--- config.mk ---
export PLATFORM = sky130hd
export DESIGN_NAME = adder
export DESIGN_NICKNAME = d
export VERILOG_FILES = /design/src/rtl/adder.sv
export SDC_FILE = /design/constraint.sdc
export NUM_CORES = 1
export LEC_CHECK = 0
export BUFFER_PORTS_ARGS = -buffer_cell sky130_fd_sc_hd__buf_4
export CAP_MARGIN = 5
export CORE_ASPECT_RATIO = 1.2
export CORE_MARGIN = 2
export CORE_UTILIZATION = 45
export DETAILED_ROUTE_END_ITERATION = 16
export PLACE_DENSITY = 0.89
export SYNTH_ARGS = -nofsm -noshare
export SYNTH_HDL_FRONTEND = slang
export SYNTH_SLANG_ARGS = --single-unit
--- constraint.sdc ---
create_clock -name clk -period 3.7 [get_ports clk]
set_clock_uncertainty 0.2 [all_clocks]
set_input_delay 0.925 -clock clk [delete_from_list [all_inputs] [get_ports clk]]
set_output_delay 0.925 -clock clk [all_outputs]
set_load 0.02 [all_outputs]
--- src/rtl/adder.sv ---
// Unsigned adder with a combinational sum/carry path, a one-cycle registered result and a sticky overflow flag.
// Optional build macro ADDER_SATURATE_EN clamps the sum to all ones when the add carries out.
module adder #(
    parameter int OP_W  = 8,
    parameter int ACC_W = 16
) (
    input  logic             clk,
    input  logic             reset,
    input  logic [OP_W-1:0]  new_operand,
    input  logic [ACC_W-1:0] current_value,
    input  logic             in_valid,
    input  logic             clear_sticky,
    output logic [ACC_W-1:0] output_value,
    output logic             carry_out,
    output logic [ACC_W-1:0] sum_q,
    output logic             out_valid,
    output logic             overflow_sticky
);

    // Selects between wrap-around and clamp-to-max depending on the build.
    function automatic logic [ACC_W-1:0] limit_sum(input logic [ACC_W:0] full);
`ifdef ADDER_SATURATE_EN
        if (full[ACC_W]) begin
            return {ACC_W{1'b1}};
        end
        return full[ACC_W-1:0];
`else
        return full[ACC_W-1:0];
`endif
    endfunction

    logic [ACC_W:0]   sum_full_p0;
    logic [ACC_W-1:0] sum_p1;
    logic             vld_p1;
    logic             sticky_p1;

    // Stage p0: combinational add, operand zero-extended so carries ripple through the upper bits
    always_comb begin
        sum_full_p0  = {1'b0, current_value} + {{(ACC_W + 1 - OP_W){1'b0}}, new_operand};
        output_value = limit_sum(sum_full_p0);
        carry_out    = sum_full_p0[ACC_W];
    end

    // Stage p1: registered result, valid flag and overflow history
    always_ff @(posedge clk) begin
        if (reset) begin
            sum_p1    <= '0;
            vld_p1    <= 1'b0;
            sticky_p1 <= 1'b0;
        end else begin
            vld_p1 <= in_valid;
            if (in_valid) begin
                sum_p1 <= output_value;
            end
            if (in_valid && carry_out) begin
                sticky_p1 <= 1'b1;
            end else if (clear_sticky) begin
                sticky_p1 <= 1'b0;
            end
        end
    end

    assign sum_q           = sum_p1;
    assign out_valid       = vld_p1;
    assign overflow_sticky = sticky_p1;

endmodule

---- After elaboration in Yosys (flattened, before gate mapping) ----
Cells that the tools add are included.
storage, ports and cells
  bits in registers ....................... 18
  bits in latches ......................... 0
  RAM bits ................................ 0
  bits in read-only memories .............. 0
  bits of input ports ..................... 28
  output and inout port bits .............. 35
  logic and storage cells ................. 8
  memories kept ........................... 0
cells by class
  add/subtract/negate cells ............... 1
  multipliers ............................. 0
  div/mod/pow operators ................... 0
  order comparisons ....................... 0
  equality and inequality tests ........... 0
  shift operators ......................... 0
  mux-type cells .......................... 2
  bitwise gates (word level) .............. 0
  reduce and logical (&&, ||, !) cells .... 2
operators by type and width
  operator                                  count
  16-bit by 8-bit adder with 17-bit output  1
  1-bit 2-to-1 mux                          2
  2-bit nonzero test                        1
  1-bit logical AND                         1

---- Depth between registers and ports, before layout ----
Gate-level depths: netlist (run 1).
  word-level depth ........................ 3
  mapped depth ............................ 7
  mapped depth without buffers ............ 7

---- Worst setup path after synthesis (run 1) ----
Ideal clock, no wire load.
  kind .................................... input -> output
  from .................................... input new_operand[0]
  to ...................................... output output_value[6]
  data arrival time ....................... 2.520 ns
  required time ........................... 2.575 ns
  setup slack ............................. 0.055 ns
  cell stages on the path ................. 7
  buffers on the path ..................... 0
  cells stage by stage .................... ha_1 fa_1 a211oi_1 nor2_1 o21a_1 nor2_1 xnor2_1
between the ends
  longest elaborated chain between the ends .. 1
RTL lines
  element                                   RTL line  RTL
  start, declared                           9         input logic [OP_W-1:0] new_operand,
  16-bit by 8-bit adder with 17-bit output  39        sum_full_p0 = {1'b0, current_value} + {{(ACC_W + 1 - OP_W){1'b0}}, new_operand};
  end, declared                             13        output logic [ACC_W-1:0] output_value,
No other way between the ends.

---- Worst setup path in the final report (run 1) ----
  from .................................... input current_value[0]
  to ...................................... output output_value[6]
between the ends
  longest elaborated chain between the ends .. 1
RTL lines
  element                                   RTL line  RTL
  start, declared                           10        input logic [ACC_W-1:0] current_value,
  16-bit by 8-bit adder with 17-bit output  39
No other way between the ends.

==> results.cfg, run 1 <==
[worst_setup_path]
cp_slowest_cell = fa_2
path_cells = buf_6 -> ha_4 -> fa_2 -> a211oi_4 -> nor2_2 -> o21a_1 -> nor2_1 -> xnor2_1 -> buf_4
crit_type = in -> out
r2r-start = sum_q[14]$_SDFFE_PP0P_
critical_path_required_ns = 2.57
reg2reg_depth = 2
endpoint_kind = primary output
timing.rr.end = sum_q[14]$_SDFFE_PP0P_
cpPeakStageDelay_ns = 0.39
path_max_fanout = 2
critPathLaunch = current_value[0]
startpoint_type = primary input
arrival_ns = 2.58
ff2ff_setup_slack_ns = 2.72

[die]
die_y_um = 61.2
dieArea_sq_um = 3160
start_util = 0.480
core_area_sq_um = 2550
fp.dieW_um = 51.6
pin_count = 63
num_rows = 20

[yosys]
ys_warn_count = 0
ys_types = 38
synth_area_leaders = dfxtp_1 29%, ha_1 8.2%, nor2_1 8.0%
ys_seq_area_frac = 0.294
synth_top_area_share = 0.294
ys_ff_latch = 18
synth.avg_cell_area_sq_um = 8.01
netlist_area_sq_um = 1220
yosysTopAreaCell = dfxtp_1
syn-num-nets = 190
netlist_instances = 153

[grt]
grt_usage = 0.240
grt_max_degree = 23
grt_pass1_wl_mm = 5.80
overflow = 0
antenna_found_initial = 0
grt_pass1_vias = 1391

[layout]
n_antenna_cell = 0
multi_input_area_sq_um = 951
fillers = 179
final_cell_mix = 73 x buf_4, 24 x nor2_1, 18 x dfxtp_1
mostFrequentLayoutCell = buf_4
syn_to_final_growth_pct = 62.2
drive_above_1_share = 0.436
layout.nets = 266
regArea_sq_um = 360

[worst_hold_path]
whs_path_depth = 1
hold_path_class = reg -> reg
hold_end = overflow_sticky$_SDFFE_PP0P_
hp-start = overflow_sticky$_SDFFE_PP0P_

[sta]
slew_viol_final = 0
tightest_slew_ns = 0.415
period_needed_ns = 3.70
hold_ws_ns = 0.295
fin_crit_sh = 1.00
rsz0062_at_grt = yes
maxSlewHeadroom = 0.723
fin_ws_ns = -0.00150
setup_violations = 1
max_freq_mhz = 270
hold_viol = 0

[drt]
dr_total_vias = 1482
drtAntennaViolNets = 0
drtIter0Drc = 32
drcViolationCount = 0
avgRoutedWirePerCell_um = 15.6
first_pass_iters = 4
wirelength_mm = 4.06
via_per_inst = 5.70

[pwr]
p_leak_uw = 0.000918
peakVddDrop_uv = 258
power_uw = 643
power_density_nw_per_um2 = 323

[clocking]
clock_path_buffers = 2
clk_pin_slew_ns = 0.09
cts_htree_levels = 1
insertion_delay_ns = 0.28
cts_tree = built
cts_sinks = 18
cts_buffers = 3
clockRootBuffer = clkbuf_4

[outcome]
status = finished, violations left
violations = setup timing

[place]
port_buffers = 62
place_ws_ns = -0.153
hpwlAfterDp_mm = 2.77
place_congestion = 0.818

[flow_run]
drv_cap = 0
-- sequential cells by signal (all words and copies together) (netlist names) --
register	flops
sum_q	16
out_valid	1
overflow_sticky	1
-- final cells by class --
type                    count  share of cell area
repair buffers             77               0.298
multi-input cells         124               0.479
clock buffers               3              0.0113
flip-flops and latches     18               0.181
inverters                   5             0.00945
well taps                  33              0.0208
-- worst max-delay path by stage --
stage / endpoint / slack (ns) / cells after the start
2_1_floorplan: output_value[6] / 0.06 / 7
3_3_place_gp: output_value[6] / -0.14 / 9
3_5_place_dp: output_value[6] / -0.15 / 9
4_1_cts: output_value[15] / 0.0008 / 8
5_1_grt: output_value[6] / -0.06 / 9
6_report: output_value[6] / -0.001 / 9
-- synthesized netlist by cell type --
library cell / count
xor2_1: 3
ha_1: 8
a21o_1: 3
a32oi_1: 1
buf_1: 1
xnor2_1: 6
o21ai_0: 6
nor4b_1: 1
inv_1: 5
a31oi_1: 2
and3_1: 2
nand4_1: 2
o21ai_1: 1
o2111ai_2: 1
fa_1: 1
o21a_1: 4
o211ai_2: 1
nand2_1: 13
nand3_1: 7
nand4b_1: 1
o21bai_1: 1
a211oi_1: 4
nor3_1: 6
nand3_2: 1
dfxtp_1: 18
buf_4: 1
a21oi_1: 3
o211ai_1: 2
a22o_1: 1
a311oi_1: 3
a21oi_2: 1
mux2i_1: 6
nor2_1: 26
clkbuf_1: 4
and2_1: 2
or3_1: 3
nor4_1: 1
a2111o_1: 1
-- critical path, delay by kind of cell --
family / cells / cell delay [ns]
compound gates: 2 / 0.51
xor+xnor: 1 / 0.13
fa+ha+maj: 2 / 0.56
buf+inv: 2 / 0.26
simple gates: 2 / 0.19
-- report_power, final --
part / total (uW) / leakage, uW / switching (uW) / internal [uW]
Combinational: 323 / 0.000755 / 171 / 152
Sequential: 219 / 0.000149 / 8.68 / 210
Clock: 100 / 0.0000138 / 62.6 / 37.9
-- cell families (layout without fill, tap and decap cells) --
logic type	Yosys count	after routing	synth area share
and+or+nand+nor	65	65	0.246
AOI/OAI and AO/OA	35	35	0.211
DFF	18	18	0.294
buffers and inverters	11	85	0.0368
adders and majority gates	9	9	0.0981
xor gates and xnor gates	9	9	0.0644
muxes	6	6	0.0490
-- metrics by stage --
stage,TNS (ns),cell area (sq um),utilization,instances
global placement,-0.523,1780,0.698,252
CTS,0,1810,0.709,255
finish,-0.00150,1990,0.778,260
detailed placement,-0.523,1780,0.698,252
global route,-0.113,1990,0.778,260
floorplan,0,1220,-,153
-- layer usage --
metal  vias to the layer above  part of all wire  global-route usage
met5                         -                 0                   0
met2                        64              0.55               0.467
met4                         0             0.026              0.0677
met1                       699              0.37               0.271
li1                        707                 -                   -
met3                        12             0.053              0.0340
-- timing repair --
| action | 4_1_cts | 5_1_grt |
|---|---|---|
| pin swaps | 1 | 15 |
| endpoints found under the setup margin | 6 | 11 |
| setup buffers | 0 | 5 |
| resized for setup | 2 | 25 |
| hold buffers | 0 | 0 |
No activity file was read; power rests on OpenSTA's default activity.
==> run 2: changes to the inputs <==
--- a/config.mk
+++ b/config.mk
@@ -12,6 +12,7 @@
 export CORE_UTILIZATION = 45
 export DETAILED_ROUTE_END_ITERATION = 16
 export PLACE_DENSITY = 0.89
+export RECOVER_POWER = 100
 export SYNTH_ARGS = -nofsm -noshare
 export SYNTH_HDL_FRONTEND = slang
 export SYNTH_SLANG_ARGS = --single-unit
==> run 2 against run 1 <==
Net effect: sequential power about the same; clock power about the same; final cell count unchanged; critical endpoint unchanged; the run still ends with setup timing left; non-clock buffer count is the same; wire length is essentially flat.
==> results.cfg, run 2 (synthesized netlist as in run 1, its figures left out) <==
[outcome]
status = finished, violations left
violations = setup timing

[layout]
n_antenna_cell = 0
largest_reg_flops = 16
syn_to_final_growth_pct = 56.1
drive_above_1_share = 0.348
final_util = 0.749
layout.nets = 266
fin_area_sq_um = 1910
final_cell_mix = 53 x buf_4, 24 x nor2_1, 20 x clkbuf_1
mostFrequentLayoutCell = buf_4

[place]
place_congestion = 0.818
placed_area_sq_um = 1780
port_buffers = 62
place_ws_ns = -0.153
hpwlAfterDp_mm = 2.77

[drt]
drtIter0Drc = 38
via_per_inst = 5.69
first_pass_iters = 6
drtAntennaViolNets = 0
wirelength_mm = 4.06
drcViolationCount = 0
dr_total_vias = 1480
avgRoutedWirePerCell_um = 15.6

[die]
fp.dieW_um = 51.6
pin_count = 63
dieArea_sq_um = 3160
core_area_sq_um = 2550
start_util = 0.480
die_y_um = 61.2
num_rows = 20

[sta]
fin_ws_ns = -0.00330
finalSetupTns_ns = -0.00330
hold_ws_ns = 0.293
setup_violations = 1
hold_viol = 0
tightest_slew_ns = 1.07
period_needed_ns = 3.70
fin_crit_sh = 1.00
maxSlewHeadroom = 0.286
slew_viol_final = 0
max_freq_mhz = 270
rsz0062_at_grt = yes

[clocking]
clockRootBuffer = clkbuf_4
cts_sinks = 18
clk_pin_slew_ns = 0.09
clock_path_buffers = 2
cts_tree = built
insertion_delay_ns = 0.28
postCtsHoldBufs = 0
cts_buffers = 3
cts_htree_levels = 1

[grt]
antenna_found_initial = 0
overflow = 0
grt_pass1_wl_mm = 5.80
grt_max_degree = 23
grt_pass1_vias = 1391
grt_usage = 0.240

[pwr]
p_leak_uw = 0.000838
peakVddDrop_uv = 250
power_density_nw_per_um2 = 328

[flow_run]
drv_cap = 0

[worst_hold_path]
hold_path_class = reg -> reg

[worst_setup_path]
startpoint_type = primary input
path_max_fanout = 2
endpoint_kind = primary output
critical_path_required_ns = 2.57
crit_type = in -> out
arrival_ns = 2.58
[run 2: cell count changes in the layout (fill, tap and decap cells not counted), sizes merged]
cell | previous run | this run
buf | 77 | 57
clkbuf | 3 | 23
[run 2: power by group]
part           internal (uW)  switching (uW)
clock network           37.9            61.7
registers                210            8.34
logic                    138             171
total                    386             241
[run 2: area by class of cell]
type	instances	area, sq um
Multi-Input combinational cell	124	951
Timing Repair Buffer	77	518
Inverter	5	18.8
Tap cell	33	41.3
Sequential cell	18	360
Clock buffer	3	22.5
Fill cell	204	641
[run 2: worst max-delay path, cell delays in order]
cell and delay [ns]:
buf_6 0.10, ha_4 0.17, fa_2 0.39, a211oi_4 0.29
nor2_2 0.06, o21a_1 0.22, nor2_1 0.13, xnor2_1 0.13
buf_4 0.16
[run 2: worst paths after layout]
| path | start | endpoint | slack, ns | cells past startpoint |
|---|---|---|---|---|
| max | current_value[0] | output_value[6] | -0.003 | 9 |
| min | sum_q[7]$_SDFFE_PP0P_ | sum_q[7]$_SDFFE_PP0P_ | 0.29 | 2 |
| max reg2reg | sum_q[14]$_SDFFE_PP0P_ | sum_q[14]$_SDFFE_PP0P_ | 2.66 | 2 |
| min reg2reg | sum_q[7]$_SDFFE_PP0P_ | sum_q[7]$_SDFFE_PP0P_ | 0.29 | 2 |
[run 2: per-stage QoR]
| step | std cells | total power [uW] |
|---|---|---|
| final | 260 | 627 |
| after global routing | 260 | 663 |
| after CTS | 255 | 602 |
| after detailed placement | 252 | 503 |
| after global placement | 252 | 496 |
| after floorplan | 153 | 378 |
[run 2: repair_timing]
item	4_1_cts	5_1_grt
setup endpoints to repair	6	11
hold endpoints to repair	0	0
gates resized for setup	2	25
setup buffers	0	5
pin swaps	1	15
[run 2: metal layers]
| layer | global-route usage | part of all wire |
|---|---|---|
| met5 | 0 | 0 |
| met4 | 0.0677 | 0.030 |
| met1 | 0.271 | 0.36 |
| met3 | 0.0340 | 0.062 |
| met2 | 0.467 | 0.54 |
==> run 3: changes to the inputs <==
==> constraint.sdc (replaced) <==
create_clock -name clk -period 3.7 [get_ports clk]
set_clock_uncertainty 0.2 [all_clocks]
set_input_delay 0.555 -clock clk [delete_from_list [all_inputs] [get_ports clk]]
set_output_delay 0.555 -clock clk [all_outputs]
set_load 0.02 [all_outputs]
==> run 3 against run 2 <==
Net effect: the flow now finishes without violations; clock power grew 23%; global-route usage fell by 2.2 points; core utilization down 12 points; register-to-register slack improved by 0.09 ns; die area unchanged; sequential share of layout area is 3.8 points higher; critical path type unchanged; largest power group unchanged.
==> results.cfg, run 3 (synthesized netlist as in run 1, its figures left out) <==
[sta]
slew_viol_final = 0
hold_viol = 0
fin_crit_sh = 0.889
period_needed_ns = 3.29
rsz0062_at_grt = no
max_freq_mhz = 304
tightest_slew_ns = 1.05
setup_violations = 0
fin_ws_ns = 0.410
finalSetupTns_ns = 0
maxSlewHeadroom = 0.299

[pwr]
power_density_nw_per_um2 = 356
p_leak_uw = 0.000683
peakVddDrop_uv = 219

[drt]
dr_total_vias = 1351
wirelength_mm = 3.21
avgRoutedWirePerCell_um = 13.1
drtIter0Drc = 31
first_pass_iters = 6
drtAntennaViolNets = 0
drcViolationCount = 0
via_per_inst = 5.49

[layout]
final_cell_mix = 34 x clkbuf_1, 26 x nor2_1, 26 x buf_4
mostFrequentLayoutCell = clkbuf_1
largest_reg_flops = 16
n_antenna_cell = 0
syn_to_final_growth_pct = 30.1
drive_above_1_share = 0.150
layout.nets = 251
final_util = 0.625

[die]
die_y_um = 61.2
pin_count = 63
start_util = 0.480
fp.dieW_um = 51.6
num_rows = 20
core_area_sq_um = 2550
dieArea_sq_um = 3160

[clocking]
cts_htree_levels = 1
clock_path_buffers = 2
cts_resized = 0
clockRootBuffer = clkbuf_4
clk_pin_slew_ns = 0.10
cts_sinks = 18
postCtsHoldBufs = 0
insertion_delay_ns = 0.30
post_cts_buffers = 0
cts_buffers = 3
cts_tree = built

[worst_setup_path]
path_max_fanout = 5
endpoint_kind = primary output
startpoint_type = primary input
r2r-start = sum_q[14]$_SDFFE_PP0P_
critPathLaunch = new_operand[0]
ff2ff_setup_slack_ns = 2.75
crit_type = in -> out
timing.rr.end = sum_q[14]$_SDFFE_PP0P_
critical_path_required_ns = 2.94
reg2reg_depth = 2
arrival_ns = 2.54

[flow_run]
drv_cap = 0

[grt]
grt_pass1_vias = 1253
grt_max_degree = 23
grt_pass1_wl_mm = 5.30
grt_usage = 0.218
antenna_found_initial = 0
overflow = 0

[worst_hold_path]
whs_path_depth = 1
hold_end = overflow_sticky$_SDFFE_PP0P_
hold_path_class = reg -> reg
hp-start = overflow_sticky$_SDFFE_PP0P_

[place]
port_buffers = 62
hpwlAfterDp_mm = 2.56
place_ws_ns = 0.541
place_congestion = 0.814

[outcome]
status = finished clean
-- run 3: cell count changes in the layout (fill, tap and decap cells not counted), sizes merged --
cell,previous run,this run
buf,57,26
clkbuf,23,40
-- run 3: power by group --
part | internal (uW) | leakage [uW] | switching [uW]
clock | 59.9 | 0.0000210 | 63.4
sequential | 210 | 0.000149 | 7.75
combinational | 81.6 | 0.000513 | 145
total | 352 | 0.000683 | 216
-- run 3: worst max path at each step --
stage / cells after the start / end
final: 9 / output_value[14]
after global placement: 9 / output_value[6]
after detailed placement: 9 / output_value[6]
after CTS: 9 / output_value[6]
after floorplan: 7 / output_value[6]
after global routing: 9 / output_value[14]
-- run 3: area by class of cell --
| cell class | instances | area (sq um) |
|---|---|---|
| fillers | 280 | 958 |
| multi-input cells | 124 | 800 |
| flip-flops and latches | 18 | 360 |
| repair buffers | 62 | 338 |
| well taps | 33 | 41.3 |
| clock buffers | 4 | 36.3 |
| inverters | 5 | 18.8 |
-- run 3: stage by stage --
step	area (sq um)	cells	power [uW]	hold slack, ns
floorplan	1220	153	378	0.341
global placement	1710	242	480	0.259
finish	1590	246	568	0.278
CTS	1740	246	608	0.284
detailed placement	1710	242	485	0.260
global route	1590	246	603	0.307
-- run 3: worst max-delay path: stages --
cell and delay, ns:
clkbuf_4 0.11, ha_1 0.22, fa_1 0.43, a211oi_1 0.33
o211ai_1 0.23, nand3_1 0.21, o21ai_0 0.15, nand2_1 0.09
clkbuf_1 0.22
-- run 3: metal layers --
layer  vias up  wire, um  part of all wire  GRT usage
li1        674         -                 -          -
met1       629      1360              0.42      0.256
met2        43      1620              0.51      0.412
met3         5       193             0.060     0.0340
met4         0        31            0.0097     0.0564
met5         -         0                 0          0
